==> src/rtl/piece_motion_ctrl_pkg.sv <==
// Shared types, widths and mask helpers for the falling-piece controller.
package piece_motion_ctrl_pkg;

    localparam int COL_W = 4;
    localparam int ROW_W = 5;

    typedef logic [COL_W-1:0]        col_t;
    typedef logic [ROW_W-1:0]        row_t;
    typedef logic [8:0]              mask_t;
    // Candidate positions carry two extra bits so col-1 / row+1 can leave the board.
    typedef logic signed [COL_W+1:0] cand_col_t;
    typedef logic signed [ROW_W+1:0] cand_row_t;

    typedef enum logic [2:0] {
        ST_IDLE   = 3'd0,
        ST_CHECK  = 3'd1,
        ST_DECIDE = 3'd2,
        ST_LOCK   = 3'd3,
        ST_OVER   = 3'd4
    } state_e;

    // Lower code = higher service priority among the pending commands.
    typedef enum logic [2:0] {
        CMD_SPAWN = 3'd0,
        CMD_DROP  = 3'd1,
        CMD_DOWN  = 3'd2,
        CMD_ROT   = 3'd3,
        CMD_LEFT  = 3'd4,
        CMD_RIGHT = 3'd5
    } cmd_e;

    // Mask bit i sits at column offset dx = i/3 - 1.
    function automatic logic signed [1:0] mask_dx(input logic [3:0] idx);
        case (idx)
            4'd0, 4'd1, 4'd2: return 2'sb11;
            4'd3, 4'd4, 4'd5: return 2'sb00;
            4'd6, 4'd7, 4'd8: return 2'sb01;
            default:          return 2'sb00;
        endcase
    endfunction

    // Mask bit i sits at row offset dy = i%3 - 1.
    function automatic logic signed [1:0] mask_dy(input logic [3:0] idx);
        case (idx)
            4'd0, 4'd3, 4'd6: return 2'sb11;
            4'd1, 4'd4, 4'd7: return 2'sb00;
            4'd2, 4'd5, 4'd8: return 2'sb01;
            default:          return 2'sb00;
        endcase
    endfunction

    // Clockwise rotation: offset (dx,dy) moves to (-dy,dx).
    function automatic mask_t rotate_cw(input mask_t m);
        return {m[6], m[3], m[0], m[7], m[4], m[1], m[8], m[5], m[2]};
    endfunction

endpackage

==> src/rtl/piece_motion_ctrl_collision_scan.sv <==
// Walks the nine mask cells of a candidate placement and reports whether any
// of them is off the board or already occupied. One cycle per cell, two when
// the occupancy RAM has to be read.
module piece_collision_scan
    import piece_motion_ctrl_pkg::*;
#(
    parameter int COLS = 10,
    parameter int ROWS = 20
) (
    input  logic      clock,
    input  logic      resetn,
    input  logic      start,
    input  cand_col_t cand_col,
    input  cand_row_t cand_row,
    input  mask_t     cand_mask,
    output logic      occ_rd_en,
    output col_t      occ_rd_col,
    output row_t      occ_rd_row,
    input  logic      occ_rd_data,
    output logic      done,
    output logic      blocked
);

    localparam cand_col_t COLS_S = cand_col_t'(COLS);
    localparam cand_row_t ROWS_S = cand_row_t'(ROWS);

    logic        r_active;
    logic        r_wait;
    logic [3:0]  r_idx;
    logic        r_done;
    logic        r_blocked;

    logic signed [1:0] w_dx;
    logic signed [1:0] w_dy;
    cand_col_t   w_tcol;
    cand_row_t   w_trow;
    logic        w_bit;
    logic        w_oob;
    logic        w_row_neg;
    logic        w_last;
    logic        w_need_read;

    // Target cell of the mask bit currently under inspection.
    always_comb begin
        w_dx        = mask_dx(r_idx);
        w_dy        = mask_dy(r_idx);
        w_tcol      = cand_col + cand_col_t'(w_dx);
        w_trow      = cand_row + cand_row_t'(w_dy);
        w_bit       = cand_mask[r_idx];
        w_oob       = w_tcol[COL_W+1] || (w_tcol >= COLS_S) || (w_trow >= ROWS_S);
        w_row_neg   = w_trow[ROW_W+1];
        w_last      = (r_idx == 4'd8);
        w_need_read = r_active && !r_wait && w_bit && !w_oob && !w_row_neg;
    end

    // Read port is a pure decode of flops so it collapses as soon as resetn drops.
    assign occ_rd_en  = w_need_read;
    assign occ_rd_col = w_need_read ? w_tcol[COL_W-1:0] : col_t'(0);
    assign occ_rd_row = w_need_read ? w_trow[ROW_W-1:0] : row_t'(0);
    assign done       = r_done;
    assign blocked    = r_blocked;

    // Scan sequencer: advance, wait for RAM data, or finish with a verdict.
    always_ff @(posedge clock or negedge resetn) begin
        if (!resetn) begin
            r_active  <= 1'b0;
            r_wait    <= 1'b0;
            r_idx     <= 4'd0;
            r_done    <= 1'b0;
            r_blocked <= 1'b0;
        end else begin
            r_done <= 1'b0;
            if (!r_active) begin
                if (start) begin
                    r_active <= 1'b1;
                    r_wait   <= 1'b0;
                    r_idx    <= 4'd0;
                end
            end else if (r_wait) begin
                r_wait <= 1'b0;
                if (occ_rd_data || w_last) begin
                    r_active  <= 1'b0;
                    r_done    <= 1'b1;
                    r_blocked <= occ_rd_data;
                end else begin
                    r_idx <= r_idx + 4'd1;
                end
            end else if (!w_bit || (!w_oob && w_row_neg)) begin
                if (w_last) begin
                    r_active  <= 1'b0;
                    r_done    <= 1'b1;
                    r_blocked <= 1'b0;
                end else begin
                    r_idx <= r_idx + 4'd1;
                end
            end else if (w_oob) begin
                r_active  <= 1'b0;
                r_done    <= 1'b1;
                r_blocked <= 1'b1;
            end else begin
                r_wait <= 1'b1;
            end
        end
    end

endmodule

==> src/rtl/piece_motion_ctrl.sv <==
// Falling-piece sequencer: owns position and mask, serves spawn/gravity/user
// commands through a collision scan, and emits a lock pulse on landing.
module piece_motion_ctrl
    import piece_motion_ctrl_pkg::*;
#(
    parameter int SIZE          = 16,
    parameter int FIELD_X0      = 0,
    parameter int FIELD_Y0      = 0,
    parameter int COLS          = 10,
    parameter int ROWS          = 20,
    parameter int SPAWN_COL     = 4,
    parameter int GRAVITY_TICKS = 25000000
) (
    input  logic       clock,
    input  logic       resetn,
    input  logic       spawn_req,
    input  logic [8:0] spawn_mask,
    input  logic       cmd_left,
    input  logic       cmd_right,
    input  logic       cmd_rot,
    input  logic       cmd_drop,
    output logic       occ_rd_en,
    output logic [3:0] occ_rd_col,
    output logic [4:0] occ_rd_row,
    input  logic       occ_rd_data,
    output logic [9:0] ref_x,
    output logic [9:0] ref_y,
    output logic [8:0] blockNeighbors,
    output logic       piece_active,
    output logic       busy,
    output logic       lock_valid,
    output logic [3:0] lock_col,
    output logic [4:0] lock_row,
    output logic [8:0] lock_mask,
    output logic       game_over
);

    localparam logic [31:0] GRAV_LAST = 32'(GRAVITY_TICKS - 1);

    function automatic logic [9:0] col_px(input col_t c);
        return 10'(FIELD_X0) + 10'(c) * 10'(SIZE);
    endfunction

    function automatic logic [9:0] row_px(input row_t r);
        return 10'(FIELD_Y0) + 10'(r) * 10'(SIZE);
    endfunction

    state_e      r_state, w_next_state;
    cmd_e        r_cmd, w_issue_cmd;
    logic        w_issue;
    cand_col_t   r_cand_col, w_issue_col, w_cur_col;
    cand_row_t   r_cand_row, w_issue_row, w_cur_row;
    mask_t       r_cand_mask, w_issue_mask;
    logic        r_scan_start;
    logic        w_scan_done, w_scan_blocked;
    logic        w_commit, w_enter_lock;

    col_t        r_col;
    row_t        r_row;
    mask_t       r_mask;
    logic        r_active;
    logic [9:0]  r_ref_x, r_ref_y;
    logic        r_lock_valid;
    col_t        r_lock_col;
    row_t        r_lock_row;
    mask_t       r_lock_mask;
    logic        r_busy, r_game_over;
    logic        r_pend_down, r_pend_rot, r_pend_left, r_pend_right, r_pend_drop;
    logic [31:0] r_grav_cnt;
    logic        w_grav_wrap;
    logic        w_idle_issue;

    assign w_cur_col    = {2'b00, r_col};
    assign w_cur_row    = {2'b00, r_row};
    assign w_grav_wrap  = r_active && (r_state != ST_OVER) && (r_grav_cnt == GRAV_LAST);
    assign w_idle_issue = w_issue && (r_state == ST_IDLE);

    // FSM state register.
    always_ff @(posedge clock or negedge resetn) begin
        if (!resetn) begin
            r_state <= ST_IDLE;
        end else begin
            r_state <= w_next_state;
        end
    end

    // Next state, candidate selection and commit/lock strobes.
    always_comb begin
        w_next_state = r_state;
        w_issue      = 1'b0;
        w_issue_cmd  = CMD_SPAWN;
        w_issue_col  = w_cur_col;
        w_issue_row  = w_cur_row;
        w_issue_mask = r_mask;
        w_commit     = 1'b0;
        w_enter_lock = 1'b0;
        case (r_state)
            ST_IDLE: begin
                if (!r_active) begin
                    if (spawn_req) begin
                        w_issue      = 1'b1;
                        w_issue_cmd  = CMD_SPAWN;
                        w_issue_col  = cand_col_t'(SPAWN_COL);
                        w_issue_row  = 7'sd1;
                        w_issue_mask = spawn_mask;
                    end else begin
                        w_issue = 1'b0;
                    end
                end else if (r_pend_drop) begin
                    w_issue     = 1'b1;
                    w_issue_cmd = CMD_DROP;
                    w_issue_row = w_cur_row + 7'sd1;
                end else if (r_pend_down) begin
                    w_issue     = 1'b1;
                    w_issue_cmd = CMD_DOWN;
                    w_issue_row = w_cur_row + 7'sd1;
                end else if (r_pend_rot) begin
                    w_issue      = 1'b1;
                    w_issue_cmd  = CMD_ROT;
                    w_issue_mask = rotate_cw(r_mask);
                end else if (r_pend_left) begin
                    w_issue     = 1'b1;
                    w_issue_cmd = CMD_LEFT;
                    w_issue_col = w_cur_col - 6'sd1;
                end else if (r_pend_right) begin
                    w_issue     = 1'b1;
                    w_issue_cmd = CMD_RIGHT;
                    w_issue_col = w_cur_col + 6'sd1;
                end else begin
                    w_issue = 1'b0;
                end
                if (w_issue) begin
                    w_next_state = ST_CHECK;
                end else begin
                    w_next_state = ST_IDLE;
                end
            end
            ST_CHECK: begin
                if (w_scan_done) begin
                    w_next_state = ST_DECIDE;
                end else begin
                    w_next_state = ST_CHECK;
                end
            end
            ST_DECIDE: begin
                if (!w_scan_blocked) begin
                    w_commit = 1'b1;
                    if (r_cmd == CMD_DROP) begin
                        // Keep falling: probe the next row from the just-committed spot.
                        w_issue      = 1'b1;
                        w_issue_cmd  = CMD_DROP;
                        w_issue_col  = r_cand_col;
                        w_issue_row  = r_cand_row + 7'sd1;
                        w_issue_mask = r_cand_mask;
                        w_next_state = ST_CHECK;
                    end else begin
                        w_next_state = ST_IDLE;
                    end
                end else if (r_cmd == CMD_SPAWN) begin
                    w_next_state = ST_OVER;
                end else if ((r_cmd == CMD_DOWN) || (r_cmd == CMD_DROP)) begin
                    w_enter_lock = 1'b1;
                    w_next_state = ST_LOCK;
                end else begin
                    w_next_state = ST_IDLE;
                end
            end
            ST_LOCK: w_next_state = ST_IDLE;
            ST_OVER: w_next_state = ST_OVER;
            default: w_next_state = ST_IDLE;
        endcase
    end

    // Latch the candidate under test and fire the scan start strobe.
    always_ff @(posedge clock or negedge resetn) begin
        if (!resetn) begin
            r_cmd        <= CMD_SPAWN;
            r_cand_col   <= cand_col_t'(SPAWN_COL);
            r_cand_row   <= 7'sd1;
            r_cand_mask  <= 9'h000;
            r_scan_start <= 1'b0;
        end else if (w_issue) begin
            r_cmd        <= w_issue_cmd;
            r_cand_col   <= w_issue_col;
            r_cand_row   <= w_issue_row;
            r_cand_mask  <= w_issue_mask;
            r_scan_start <= 1'b1;
        end else begin
            r_scan_start <= 1'b0;
        end
    end

    // Piece position/mask: commit on a free scan, clear on lock.
    always_ff @(posedge clock or negedge resetn) begin
        if (!resetn) begin
            r_col    <= col_t'(SPAWN_COL);
            r_row    <= row_t'(1);
            r_mask   <= 9'h000;
            r_active <= 1'b0;
            r_ref_x  <= col_px(col_t'(SPAWN_COL));
            r_ref_y  <= row_px(row_t'(1));
        end else if (w_commit) begin
            r_col   <= r_cand_col[COL_W-1:0];
            r_row   <= r_cand_row[ROW_W-1:0];
            r_mask  <= r_cand_mask;
            r_ref_x <= col_px(r_cand_col[COL_W-1:0]);
            r_ref_y <= row_px(r_cand_row[ROW_W-1:0]);
            if (r_cmd == CMD_SPAWN) begin
                r_active <= 1'b1;
            end
        end else if (w_enter_lock) begin
            r_mask   <= 9'h000;
            r_active <= 1'b0;
        end
    end

    // One-cycle lock pulse carrying the landed piece.
    always_ff @(posedge clock or negedge resetn) begin
        if (!resetn) begin
            r_lock_valid <= 1'b0;
            r_lock_col   <= col_t'(0);
            r_lock_row   <= row_t'(0);
            r_lock_mask  <= 9'h000;
        end else begin
            r_lock_valid <= w_enter_lock;
            if (w_enter_lock) begin
                r_lock_col  <= r_col;
                r_lock_row  <= r_row;
                r_lock_mask <= r_mask;
            end
        end
    end

    // Pending command flags: lock clears all, new pulses win over service.
    always_ff @(posedge clock or negedge resetn) begin
        if (!resetn) begin
            r_pend_down  <= 1'b0;
            r_pend_rot   <= 1'b0;
            r_pend_left  <= 1'b0;
            r_pend_right <= 1'b0;
            r_pend_drop  <= 1'b0;
        end else if (w_enter_lock) begin
            r_pend_down  <= 1'b0;
            r_pend_rot   <= 1'b0;
            r_pend_left  <= 1'b0;
            r_pend_right <= 1'b0;
            r_pend_drop  <= 1'b0;
        end else begin
            r_pend_down  <= (r_active && w_grav_wrap) ||
                            (r_pend_down && !(w_idle_issue && (w_issue_cmd == CMD_DOWN)));
            r_pend_rot   <= (r_active && cmd_rot) ||
                            (r_pend_rot && !(w_idle_issue && (w_issue_cmd == CMD_ROT)));
            r_pend_left  <= (r_active && cmd_left) ||
                            (r_pend_left && !(w_idle_issue && (w_issue_cmd == CMD_LEFT)));
            r_pend_right <= (r_active && cmd_right) ||
                            (r_pend_right && !(w_idle_issue && (w_issue_cmd == CMD_RIGHT)));
            r_pend_drop  <= (r_active && cmd_drop) || r_pend_drop;
        end
    end

    // Gravity timer: restarts on spawn, raises a down request on wrap.
    always_ff @(posedge clock or negedge resetn) begin
        if (!resetn) begin
            r_grav_cnt <= 32'd0;
        end else if (w_commit && (r_cmd == CMD_SPAWN)) begin
            r_grav_cnt <= 32'd0;
        end else if (r_active && (r_state != ST_OVER)) begin
            r_grav_cnt <= w_grav_wrap ? 32'd0 : (r_grav_cnt + 32'd1);
        end
    end

    // Status flags follow the state being entered.
    always_ff @(posedge clock or negedge resetn) begin
        if (!resetn) begin
            r_busy      <= 1'b0;
            r_game_over <= 1'b0;
        end else begin
            r_busy      <= (w_next_state == ST_CHECK) || (w_next_state == ST_DECIDE);
            r_game_over <= (w_next_state == ST_OVER);
        end
    end

    piece_collision_scan #(
        .COLS (COLS),
        .ROWS (ROWS)
    ) u_scan (
        .clock       (clock),
        .resetn      (resetn),
        .start       (r_scan_start),
        .cand_col    (r_cand_col),
        .cand_row    (r_cand_row),
        .cand_mask   (r_cand_mask),
        .occ_rd_en   (occ_rd_en),
        .occ_rd_col  (occ_rd_col),
        .occ_rd_row  (occ_rd_row),
        .occ_rd_data (occ_rd_data),
        .done        (w_scan_done),
        .blocked     (w_scan_blocked)
    );

    assign ref_x          = r_ref_x;
    assign ref_y          = r_ref_y;
    assign blockNeighbors = r_mask;
    assign piece_active   = r_active;
    assign busy           = r_busy;
    assign lock_valid     = r_lock_valid;
    assign lock_col       = r_lock_col;
    assign lock_row       = r_lock_row;
    assign lock_mask      = r_lock_mask;
    assign game_over      = r_game_over;

endmodule

==> config.mk <==
export PLATFORM = sky130hd
export DESIGN_NAME = piece_motion_ctrl
export DESIGN_NICKNAME = d
export VERILOG_FILES = /design/src/rtl/piece_motion_ctrl_pkg.sv /design/src/rtl/piece_motion_ctrl_collision_scan.sv /design/src/rtl/piece_motion_ctrl.sv
export SDC_FILE = /design/constraint.sdc
export NUM_CORES = 1
export LEC_CHECK = 0
export ABC_AREA = 1
export BUFFER_PORTS_ARGS = -buffer_cell sky130_fd_sc_hd__buf_2
export CORE_MARGIN = 1
export CORE_UTILIZATION = 55
export CTS_BUF_LIST = sky130_fd_sc_hd__clkbuf_16
export DETAILED_ROUTE_END_ITERATION = 8
export GPL_TIMING_DRIVEN = 0
export PLACE_DENSITY_LB_ADDON = 0.08
export SYNTH_ARGS = -nofsm -noshare
export SYNTH_HDL_FRONTEND = slang
export SYNTH_SLANG_ARGS = --single-unit
==> constraint.sdc <==
create_clock -name clock -period 6.55 [get_ports clock]
set_clock_uncertainty 0.05 [all_clocks]
set_input_delay 0.655 -clock clock [delete_from_list [all_inputs] [get_ports clock]]
set_output_delay 0.655 -clock clock [all_outputs]
set_load 0.005 [all_outputs]
==> flow_results.org, run 1 <==
** STA
- Actual slew at the worst max-slew pin :: 0.777 ns
- Setup repair after global routing left no endpoint under its margin.
- Hold violation count in the final report :: 0
- Static timing analysis puts the maximum clock frequency at 220 MHz.
- Max-slew violation total from the final report :: 0
- The worst pin sits at a relative slew slack of 47.5%.
- Tmin final :: 4.54 ns
- After layout, the worst path uses 69.3% of the clock period.
- Total of endpoints with negative setup slack in the final report :: 0
- Setup total negative slack on the finished layout was measured at 0 ns.

** Pwr
- Clock Power Share :: 23.5%
- Seq pwr share :: 27.1%
- Across the VDD grid, the largest voltage drop is 0.234 mV.
- In this run switching power makes up 44.6% of total power.
- Power per unit of standard cell area :: 497 nW/µm²
- Combinational logic burns 49.4% of the power.
- Sw Pwr :: 1800 µW
- Pleak :: 0.00413 µW
- Internal power consumption :: 2230 µW

** CTS
- TritonCTS built the clock tree.
- Number of buffers inserted during clock tree synthesis :: 17
- Buffers inserted to repair hold after CTS numbered 0.
- Root cell of the clock tree :: sky130_fd_sc_hd__clkbuf_16
- Once the clock tree was built, the resizer swapped 0 gates to a different size.
- Clock latency reported for the late side of the worst-skew pair :: 0.42 ns
- Clock Sink Count :: 114
- Clock slew seen by the registers of the worst setup and hold paths :: 0.06 ns
- Longest Clk Path Bufs :: 2
- The clock tree synthesis step divided the H-tree into 4 levels.
- Post-CTS timing repair inserted 0 buffers for setup.

** Logic synthesis
- Sequential elements use 41.4% of the synthesized area.
- Area share of fa/ha/maj cells after synthesis :: 3.74%
- Averaged over all synthesized cells, the footprint is 7.64 µm².
- Summing the areas of all xor and xnor instances in the mapped netlist gives 2.03% of the synthesized area.
- Of the post-synthesis cell area, the part taken by muxes is 0.163%.
- Summing the areas of all and, or, nand and nor instances in the mapped netlist gives 28.2% of the synthesized area.
- After synthesis, the share of flip-flops with an asynchronous set or reset is 100%.
- Summing the areas of all compound-gate instances in the mapped netlist gives 14.3% of the synthesized area.
- The most used flip-flop cell after synthesis is sky130_fd_sc_hd__dfrtp_1.
- Synthesized instance count :: 903
- Flip-flop and latch count after synthesis :: 114
- Number of enable-type register cells in the synthesized netlist :: 0
- By area, the combinational part of the netlist is dominated by simple AND/OR/NAND/NOR gates.
- The synthesized netlist occupies a cell area of 6900 µm².
- Yosys mapped the design onto 56 distinct sky130hd cell types.
- For this run, the number of Yosys warnings is 0.

** Final layout
- The net count of the finished layout is 1036.
- Leaving out fill and tap cells, the most frequent cell in the layout is sky130_fd_sc_hd__nand2_1.
- The repair_antennas step left the layout with diodes totalling 0.
- Number of inserted filler cells in the final layout :: 1082
- Cells with a size suffix above 1 make up 16.8% of the layout.
- Leaving out filler cells and counting taps, the final layout contains 1180.
- Most frequent cells in the layout :: sky130_fd_sc_hd__nand2_1 (194), sky130_fd_sc_hd__inv_1 (131), sky130_fd_sc_hd__dfrtp_1 (110)
- Relative to the synthesized area, the layout overhead comes to 17.6%.

** Setup path
- Element type at the critical path start :: flip-flop
- The worst register-to-register path begins at u_scan.r_idx[0]$_DFFE_PN0P_.
- Worst Path Class, Setup :: reg -> out
- At the worst endpoint, the arrival time is 3.83 ns.
- Setup crit end kind :: output port
- Maximum fanout count along the critical path :: 10
- Tracing the worst setup path back leads to its startpoint at u_scan.r_idx[0]$_DFFE_PN0P_.
- At the worst endpoint, the required time is 5.84 ns.

** Route
- Count of nets left with antenna violations after detail routing :: 0
- For this block, the via count after detailed routing is 6371.
- The first TritonRoute pass finished after 5 iterations.
- The first routing iteration left 447 violations.
- Total routed wirelength :: 18000 µm
- Wire length per cell :: 15.2 µm
- Via density per instance :: 5.40
- DRC violations left :: 0

** Placed design
- Counting tap cells, the placed design contains a total of 1148 instances.
- Weighted congestion reported at the end of routability-driven placement :: 0.913
- Buffers placed on the I/O ports in this run total 66.
- Detail Placement HPWL :: 13200 µm

** Global route
- Combined global-route utilization of all metal layers :: 30.1%
- The number of global-route vias before repair was 6057.
- Leftover overflow at the end of global routing :: 0
- The first global-routing pass estimated 29900 µm of wire.
- Number of antenna violations at the first check in global routing :: 0
- Maximum number of pins on one net before global-route repair :: 89

** Min path
- Tightest Hold Check Type :: in -> async

** Die
- Initial Util :: 57.0%
- Overall die area :: 13000 µm²
- Die width :: 114 µm
- The floorplan step defined a core boundary enclosing 12100 µm².
- Overall die height :: 114 µm
- The floorplan has 40 rows.
- Pin placement for this block handled 78 I/O pins.

** Status
- The flow ran to the end, and the final reports show no timing, DRC or antenna violations.

** Run
- Across the run, the number of max-cap violations was 0.
-- kinds of logic after synthesis --
logic type	count (synthesis)
fa+ha+maj	20
mux	1
flops	114
other cells	1
simple gates	414
buf+inv	168
compound gates	169
xor+xnor	16
-- synth_stat cells (all sizes together) (2+ instances only) --
library cell / number / area share (%)
nand2: 204 / 12
a41oi: 7 / 0.89
o21ai: 76 / 5.6
dfrtp: 110 / 40
nand3b: 4 / 0.44
nor4: 13 / 1.6
nor2: 96 / 6.2
nand4: 18 / 1.8
inv: 137 / 7.5
buf: 22 / 2.2
o22ai: 14 / 1.5
ha: 19 / 3.4
o2111ai: 2 / 0.25
nor3: 26 / 2.0
o211ai: 6 / 0.65
clkinv: 2 / 0.11
o31ai: 4 / 0.44
clkbuf: 7 / 0.38
a21oi: 45 / 3.5
nor3b: 2 / 0.29
a31oi: 9 / 0.82
dfstp: 4 / 1.5
or2: 3 / 0.31
nand3: 48 / 3.8
xor2: 16 / 2.0
-- stage by stage --
step / area (µm²) / utilization [%] / total power, µW / setup WS, ns / hold slack (ns)
6_report: 8110 / 67.0 / 4030 / 2.01 / 0.0420
3_5_place_dp: 7510 / 62.0 / 3080 / 2.41 / 0.418
3_3_place_gp: 7480 / 61.7 / 3040 / 2.44 / 0.411
4_1_cts: 8110 / 67.0 / 4040 / 1.96 / 0.0422
2_1_floorplan: 6940 / - / 2530 / 3.14 / 0.309
5_1_grt: 8110 / 67.0 / 4370 / 1.70 / 0.0569
-- state kept, by name (all words and copies together) (netlist names), 3 cells and up --
name	flops
blockNeighbors	9
lock_col	4
lock_mask	9
lock_row	5
r_cand_col	6
r_cand_mask	9
r_cand_row	7
r_cmd	3
r_grav_cnt	32
r_state	3
ref_x	4
ref_y	5
u_scan.r_idx	4
-- final timing paths --
path / to / slack [ns] / cells after the start
setup / recovery: occ_rd_col[3] / 2.01 / 22
hold / removal: lock_mask[3]$_DFFE_PN0P_ / 0.04 / 1
setup reg to reg: u_scan.r_idx[1]$_DFFE_PN0P_ / 3.11 / 23
hold reg to reg: lock_row[2]$_DFFE_PN0P_ / 0.43 / 2
max in group asynchronous: ref_x[6]$_DFFE_PN1P_ / 5.68 / 2
min in group clock: lock_row[2]$_DFFE_PN0P_ / 0.43 / 2
-- layout make-up --
class	count	area [µm²]	share of cell area, %
clock inverter	15	175	2.16
sequential	114	2860	35.2
inverter	139	524	6.46
timing repair buffer	67	364	4.49
buffer	29	175	2.16
multi-input combinational	631	3380	41.7
tap	168	210	2.59
clock buffer	17	425	5.24
-- worst max-delay path: stages (launching register included) --
cell and delay (ns):
sky130_fd_sc_hd__dfrtp_1 0.53, sky130_fd_sc_hd__inv_2 0.15, sky130_fd_sc_hd__ha_1 0.36, sky130_fd_sc_hd__a21oi_1 0.07, sky130_fd_sc_hd__a21oi_1 0.19, sky130_fd_sc_hd__ha_1 0.21
sky130_fd_sc_hd__inv_1 0.06, sky130_fd_sc_hd__fa_1 0.40, sky130_fd_sc_hd__inv_1 0.09, sky130_fd_sc_hd__nand3_1 0.09, sky130_fd_sc_hd__nand2_1 0.09, sky130_fd_sc_hd__nand2_1 0.05
sky130_fd_sc_hd__nand2_1 0.08, sky130_fd_sc_hd__inv_1 0.04, sky130_fd_sc_hd__nand2_1 0.05, sky130_fd_sc_hd__nand2_1 0.05, sky130_fd_sc_hd__nand2_1 0.10, sky130_fd_sc_hd__nand2_1 0.07
sky130_fd_sc_hd__nor2_2 0.14, sky130_fd_sc_hd__nand4_1 0.16, sky130_fd_sc_hd__buf_2 0.22, sky130_fd_sc_hd__nor2_1 0.10, sky130_fd_sc_hd__buf_2 0.12
-- power groups by stage --
stage                     Clock [µW]  Combinational (µW)  Sequential (µW)
after floorplan                    0                1460             1060
after global placement             0                1940             1100
after detailed placement           0                1980             1100
after CTS                        956                1990             1090
after global routing             990                2260             1120
final                            949                1990             1090
-- metal layers --
metal	global-route usage, %	vias to the layer above	wire, µm	part of all wire [%]
met5	0	-	0	0
met4	13.6	0	497	2.8
met3	6.64	44	1090	6.0
met2	48.1	214	8350	46
met1	39.3	2956	8050	45
li1	-	3157	-	-
Note: power is estimated with default switching activity, not from simulation.
==> run 2, diff against run 1 <==
- CORE_UTILIZATION: 55 -> 54
- clock period: 6.55 -> 3.75 ns (I/O delays scaled with it)
==> flow_results.org, run 2 (same netlist as run 1, synthesis figures left out) <==
** Route
- Wire length on met3 :: 944 µm (-13%)
- DRC marker count from the first detailed-route iteration :: 515 (+15%)
- Total length of routed met2 wires :: 8810 µm (+5.5%)
- Total routed wirelength :: 18200 µm (+1.5%)
- Via density per instance :: 5.40 (about the same)
- After detailed routing, no signal wire sits above met4.
- The detailed-route via count came to 6442 (+1.1%).
- Wire length per cell :: 15.3 µm (+0.29%)
- Number of detailed-routing iterations run before antenna repair :: 5 (unchanged)
- DRC violations left :: 0 (unchanged)
- The count of nets left with antenna violations after detail routing came to 0 (unchanged).
- Met1 wire length :: 8040 µm (about the same)

** Placed design
- The weighted congestion reported at the end of routability-driven placement is 0.929 (+1.8%).
- Detail Placement HPWL :: 13200 µm (+0.14%)
- The number of buffers added on ports is 66 (unchanged).
- The total cell area at the placement stage is 7510 µm² (unchanged).

** STA
- Total Negative Setup Slacks :: -0.0698 ns (-0.0698 ns)
- The final critical path takes up 101% of the cycle.
- The total count of hold-check failures in the final report came to 0 (unchanged).
- Total of endpoints with negative setup slack in the final report :: 4 (+4)
- The slew at the pin closest to its max-slew limit is 0.774 ns (-0.00336 ns).
- Setup ws final :: -0.0300 ns (-2.04 ns)
- Max-slew violation total from the final report :: 0 (unchanged)
- FMAX :: 265 MHz
- Setup repair after global routing could not meet its margin everywhere.
- Tmin final :: 3.78 ns
- The worst slew margin relative to its limit was 47.7% (+0.23 points).

** Die
- Number of rows created at floorplan :: 40 (unchanged)
- The effective utilization at floorplan came to 56.5% (-0.47 points).
- The die span in x was 115 µm (+0.90%).
- Overall die height :: 115 µm (+0.90%)
- IO Pins :: 78 (unchanged)
- The area of the die came to 13200 µm² (+1.8%).
- Placeable core region :: 12200 µm² (+0.83%)

** Pwr
- Sw Pwr :: 3320 µW (+85%)
- The part of the power in registers is 25.6% (-1.5 points).
- The total power divided by cell area is 900 nW/µm² (+81%).
- The combinational group share of total power is 52.3% (+2.9 points).
- Internal power consumption :: 4170 µW (+87%)
- Pleak :: 0.00420 µW (+1.9%)
- The switching power as a share of total power was 44.3% (-0.28 points).
- The power share of the clock group came to 22.2% (-1.3 points).
- The worst supply voltage drop on vdd came to 0.407 mV (+74%).

** Setup path
- The critical path is of the reg -> out type.
- The biggest fanout along the worst timing path is 5 (-5).
- Sequence of cells on the critical path :: inv_4, ha_4, a21oi_2, a21oi_2, ha_2, inv_2, fa_2, inv_2, nand3_2, nand2_1, nand2_1, nand2_2, inv_2, nand2_1, nand2_1, nand2_1, nand2_1, nor2_2, nand4_1, buf_4, nor2_1, buf_2
- Data arrival, critical path :: 3.36 ns (-0.47 ns)
- The critical path starts at u_scan.r_idx[0]$_DFFE_PN0P_.
- Max incr delay on CP :: 0.47 ns (-0.06 ns)
- The most numerous cell type found on the critical path is sky130_fd_sc_hd__nand2_1.
- For this design, the slowest cell found on the critical path is sky130_fd_sc_hd__dfrtp_2.
- The required time at the endpoint of the critical path was 3.32 ns (-2.52 ns).
- Element type at the critical path start :: flip-flop
- Setup crit end kind :: output port
- The startpoint identified for the worst register-to-register timing path is u_scan.r_idx[0]$_DFFE_PN0P_.

** CTS
- The clock tree buffer depth was 2 (unchanged).
- Max H-tree Level :: 4 (unchanged)
- The total clock buffers created by CTS came to 17 (unchanged).
- CTS tree :: built
- Clock Sink Count :: 114 (unchanged)
- In this run the clock root is driven by a sky130_fd_sc_hd__clkbuf_16.
- The clock transition time at the flip-flop clock pins of the worst setup and hold paths was 0.06 ns (about the same).
- The latest clock arrival within the worst-skew pair is 0.42 ns (about the same).

** Final layout
- The flip-flop count of the largest register after layout is 32 (unchanged).
- Compared with the post-synthesis result, the final layout area differs by 20.7%.
- The design area came to 8330 µm² (+2.7%).
- The final antenna diode count was 0 (unchanged).
- The final core utilization is 68.2% (+1.2 points).
- Most frequent cells in the layout :: sky130_fd_sc_hd__nand2_1 (192), sky130_fd_sc_hd__inv_1 (126), sky130_fd_sc_hd__dfrtp_1 (108)
- Number of nets in the final layout :: 1050 (+1.4%)
- Counting flops per register, the top entry is r_grav_cnt.
- Most common library cell in the layout ignoring fill and taps :: sky130_fd_sc_hd__nand2_1
- The fraction of final layout cells with drive strength greater than 1 is 20.2% (+3.4 points).

** Global route
- The total track usage is 29.3% (-0.75 points).
- Leftover overflow at the end of global routing :: 0 (unchanged)
- Via count of the first global-routing pass :: 5948 (-1.8%)
- Maximum number of pins on one net before global-route repair :: 64 (-28%)
- The initial antenna violation count was 0 (unchanged).
- Wire length of the first global-routing pass :: 29500 µm (-1.2%)

** Status
- The final reports fail on setup timing.
- Status :: finished, violations left

** Run
- Max Cap Violations :: 0 (unchanged)

** Min path
- In this run the most critical hold path is launched from cmd_rot.
- In this run the worst hold path is classified as in -> reg.
## run 2: through the flow
stage	setup WS [ns]	power, µW	hold slack [ns]	std cells
after detailed placement	-0.0745	5370	0.306	1148
after CTS	-0.0399	7280	0.165	1189
after global routing	-0.287	8120	0.189	1194
after global placement	-0.00672	5330	0.418	1147
final	-0.0300	7490	0.167	1194
after floorplan	0.619	4410	0.0294	913
## run 2: routing by layer
metal	up-vias	GRT usage, %
li1	3185	-
met1	3025	38.6
met2	195	48.2
met3	37	5.38
met4	0	11.8
met5	-	0
## run 2: cell type report
class                      count  area [µm²]
fill                        1098        3880
multi-input combinational    631        3480
sequential                   114        2860
timing repair buffer          81         472
inverter                     139         527
clock buffer                  17         425
tap                          168         210
clock inverter                15         175
buffer                        29         181
## run 2: timing repair
| action | in CTS | in global routing |
|---|---|---|
| gates cloned | 0 | 1 |
| setup buffers | 8 | 4 |
| hold buffers | 1 | 0 |
| resized for setup | 19 | 16 |
| hold endpoints to repair | 48 | 0 |
| pin swaps | 11 | 3 |
| endpoints found under the setup margin | 10 | 10 |
## run 2: worst paths after layout
check                                         endpoint  slack (ns)  cells past startpoint
min in group asynchronous     lock_mask[5]$_DFFE_PN0P_        0.41                      2
max in group asynchronous    r_cand_row[0]$_DFFE_PN1P_        2.53                      3
hold / removal                    r_pend_rot$_DFF_PN0_        0.17                      3
setup reg to reg           u_scan.r_idx[3]$_DFFE_PN0P_        0.46                     25
setup / recovery                         occ_rd_row[1]       -0.03                     22
hold reg to reg               lock_mask[6]$_DFFE_PN0P_        0.44                      2
## run 2: power by group through the flow
stage / Clock [µW] / Combinational (µW) / Sequential, µW
2_1_floorplan: 0 / 2560 / 1860
3_3_place_gp: 0 / 3400 / 1920
3_5_place_dp: 0 / 3440 / 1920
4_1_cts: 1680 / 3690 / 1900
5_1_grt: 1730 / 4440 / 1950
6_report: 1660 / 3910 / 1920
## run 2: worst max-delay path: cells and delay by family (launching register included)
family	cells	cell delay [ns]
fa+ha+maj	3	0.84
simple gates	11	0.83
buf+inv	6	0.56
flops	1	0.47
compound gates	2	0.21
==> run 3, diff against run 2 <==
- CTS_BUF_LIST: sky130_fd_sc_hd__clkbuf_16 -> unset
- CTS_CLUSTER_SIZE: unset -> 12
- RECOVER_POWER: unset -> 100
==> flow_results.org, run 3 (same netlist as run 1, synthesis figures left out) <==
** CTS
- CTS tree :: built
- Clock Sink Count :: 114 (unchanged)
- Clock slew seen by the registers of the worst setup and hold paths :: 0.06 ns (about the same)
- Clock tree synthesis selected as its root buffer the cell sky130_fd_sc_hd__clkbuf_16.
- Max H-tree Level :: 4 (unchanged)
- The latest clock arrival within the worst-skew pair was 0.42 ns (about the same).
- Number of buffers inserted during clock tree synthesis :: 17 (unchanged)
- The clock tree buffer depth came to 2 (unchanged).

** Route
- The count of nets left with antenna violations after detail routing came to 0 (unchanged).
- The detailed-route via count was 6443 (+0.016%).
- The violation count after the first detailed-route iteration is 506 (-1.7%).
- The final routed DRC violation total was 0 (unchanged).
- Number of detailed-routing iterations run before antenna repair :: 7 (+2)
- The aggregate routed wire length is 18300 µm (+0.38%).
- The mean number of vias per cell is 5.40 (about the same).
- Wire length per cell :: 15.3 µm (+0.38%)

** Global route
- The initial antenna violation count is 0 (unchanged).
- Met1 demand-to-capacity share in global routing :: 38.6% (unchanged)
- Combined global-route utilization of all metal layers :: 29.4% (+0.057 points)
- The total overflow reported by the global router is 0 (unchanged).
- The global-route met2 utilization was 48.0% (-0.16 points).
- GRT busiest layer :: met2
- The global routing met3 resource utilization came to 5.43% (+0.053 points).
- Wire length of the first global-routing pass :: 29600 µm (+0.14%)
- The maximum number of pins on one net before global-route repair is 64 (unchanged).
- The number of global-route vias before repair is 5986 (+0.64%).

** Die
- The die span in x was 115 µm (unchanged).
- The die extent in y came to 115 µm (unchanged).
- The number of rows created at floorplan is 40 (unchanged).
- The area of the die came to 13200 µm² (unchanged).
- The effective utilization at floorplan is 56.5% (unchanged).
- Placeable core region :: 12200 µm² (unchanged)
- IO Pins :: 78 (unchanged)

** Placed design
- The weighted congestion reported at the end of routability-driven placement came to 0.929 (unchanged).
- The number of buffers added on ports is 66 (unchanged).
- Minimum setup slack after placement :: -0.0745 ns (unchanged)
- Detail Placement HPWL :: 13200 µm (unchanged)
- The total cell area at the placement stage came to 7510 µm² (unchanged).

** STA
- The total count of hold-check failures in the final report is 0 (unchanged).
- Unrepaired setup endpoints after global routing :: yes
- Tmin final :: 3.78 ns (-0.00234 ns)
- The fmax came to 265 MHz (about the same).
- Total of endpoints with negative setup slack in the final report :: 4 (unchanged)
- The final max-slew violation count came to 52 (+52).
- The share of the cycle needed by the critical path after routing came to 101% (about the same).
- Max-slew headroom at the worst pin :: -92.8% (-140 points)
- Setup ws final :: -0.0277 ns (+0.00234 ns)
- The slew at the pin closest to its max-slew limit was 2.89 ns (+2.12 ns).

** Pwr
- The total power divided by cell area was 906 nW/µm² (+0.70%).
- Clock Power Share :: 23.0% (+0.8 points)
- The switching power as a share of total power is 44.0% (-0.29 points).
- Peak VDD IR :: 0.407 mV (-0.14%)
- The leakage power total came to 0.00411 µW (-2.2%).
- Sw Pwr :: 3280 µW (-1.2%)
- Seq pwr share :: 25.6% (about the same)
- Internal power consumption :: 4170 µW (about the same)
- The total power is 7450 µW (-0.52%).
- The combinational group share of total power was 51.4% (-0.9 points).

** Final layout
- The library cell used most frequently in the layout, excluding fill and tap cells, is sky130_fd_sc_hd__nand2_1.
- Layout overhead on the synthesized area :: 19.2%
- The area of combinational cells with multiple inputs came to 3390 µm² (-2.6%).
- The flip-flop count of the largest register after layout is 32 (unchanged).
- The fraction of final layout cells with drive strength greater than 1 is 16.8% (-3.4 points).
- Number of nets in the final layout :: 1050 (unchanged)
- Number of inserted filler cells in the final layout :: 1124 (+2.4%)
- The top cell types in the final layout, fill and taps aside, are sky130_fd_sc_hd__nand2_1 (195), sky130_fd_sc_hd__inv_1 (126), sky130_fd_sc_hd__dfrtp_1 (108).
- Post-layout utilization of the core :: 67.4% (-0.83 points)
- Antenna cells :: 0 (unchanged)
- Register containing the most flip-flops in the final layout :: r_grav_cnt
- Sequential Area :: 2860 µm² (unchanged)
- Final design area excluding fillers :: 8230 µm² (-1.2%)

** Status
- The final reports fail on capacitance limit, slew limit, setup timing.
- Status :: finished, violations left

** Setup path
- The worst setup path is launched from a flip-flop.
- Slowest-stage cell, CP :: sky130_fd_sc_hd__dfrtp_2
- The buffering stage count on the worst path with inverters included is 6 (unchanged).
- The biggest fanout along the worst timing path is 5 (unchanged).
- Sequence of cells on the critical path :: inv_4, ha_4, a21oi_2, a21oi_2, ha_2, inv_2, fa_2, inv_2, nand3_2, nand2_1, nand2_1, nand2_2, inv_2, nand2_1, nand2_1, nand2_1, nand2_1, nor2_2, nand4_1, buf_4, nor2_1, buf_2
- Setup crit end kind :: output port
- Worst path most repeated cell :: sky130_fd_sc_hd__nand2_1
- The maximum single-stage delay on the critical path was 0.47 ns (about the same).
- The setup path with the least slack is of type reg -> out.
- Required @ worst endpoint :: 3.32 ns (about the same)
- Data arrival, critical path :: 3.35 ns (about the same)
- Cell family with most CP delay :: adder cells

** Min path
- The path class of the tightest hold or removal check is in -> reg.

** Run
- The number of maximum-capacitance constraint violations came to 1 (+1).
-- run 3: layout make-up --
cell class / instances / area share (%)
plain buffers: 29 / 2.08
clock inverters: 10 / 1.90
multi-input cells: 631 / 41.2
repair buffers: 81 / 5.48
inverters: 139 / 6.40
flip-flops and latches: 114 / 34.8
well taps: 168 / 2.56
clock buffers: 22 / 5.64
-- run 3: path summary, 6_finish.rpt --
check	start	to	slack, ns	cells past startpoint
max	u_scan.r_idx[0]$_DFFE_PN0P_	occ_rd_row[1]	-0.03	22
min	cmd_rot	r_pend_rot$_DFF_PN0_	0.17	3
max reg2reg	r_state[2]$_DFF_PN0_	r_cand_row[2]$_DFFE_PN0P_	0.11	9
min reg2reg	lock_mask[6]$_DFFE_PN0P_	lock_mask[6]$_DFFE_PN0P_	0.43	2
max in group asynchronous	resetn	u_scan.r_idx[0]$_DFFE_PN0P_	0.41	2
min in group asynchronous	resetn	lock_mask[5]$_DFFE_PN0P_	1.37	2
-- run 3: metrics by stage --
step | instances | hold WS (ns) | setup TNS, ns
after CTS | 1189 | 0.163 | -0.225
after global routing | 1194 | 0.188 | -3.01
final | 1194 | 0.169 | -0.0605
after global placement | 1147 | 0.418 | -0.0192
after floorplan | 913 | 0.0294 | 0
after detailed placement | 1148 | 0.306 | -0.532
-- run 3: layer usage --
layer	vias to the layer above	part of all wire, %
li1	3184	-
met1	3022	44
met2	199	48
met3	38	5.2
met4	0	2.5
met5	-	0
-- run 3: power by group through the flow --
stage / registers, µW / clock network [µW] / logic, µW
2_1_floorplan: 1860 / 0 / 2560
3_3_place_gp: 1920 / 0 / 3400
3_5_place_dp: 1920 / 0 / 3440
4_1_cts: 1900 / 1730 / 3690
5_1_grt: 1950 / 1780 / 4340
6_report: 1910 / 1710 / 3830
-- run 3: worst register-to-register path: cells and delay by family, from the launching register on --
kind,cells,cell delay [ns]
flip-flops,1,0.40
AND/OR/NAND/NOR,4,0.93
AO/OA/AOI/OAI,3,1.71
buffers and inverters,2,0.47
-- run 3: timing repair --
item                       in CTS  in global routing
cloned                          0                  1
hold endpoints to repair       48                  0
hold buffers                    1                  0
pin swaps                      11                  3
resized for setup              19                 16
setup endpoints to repair      10                 10
setup buffers                   8                  4
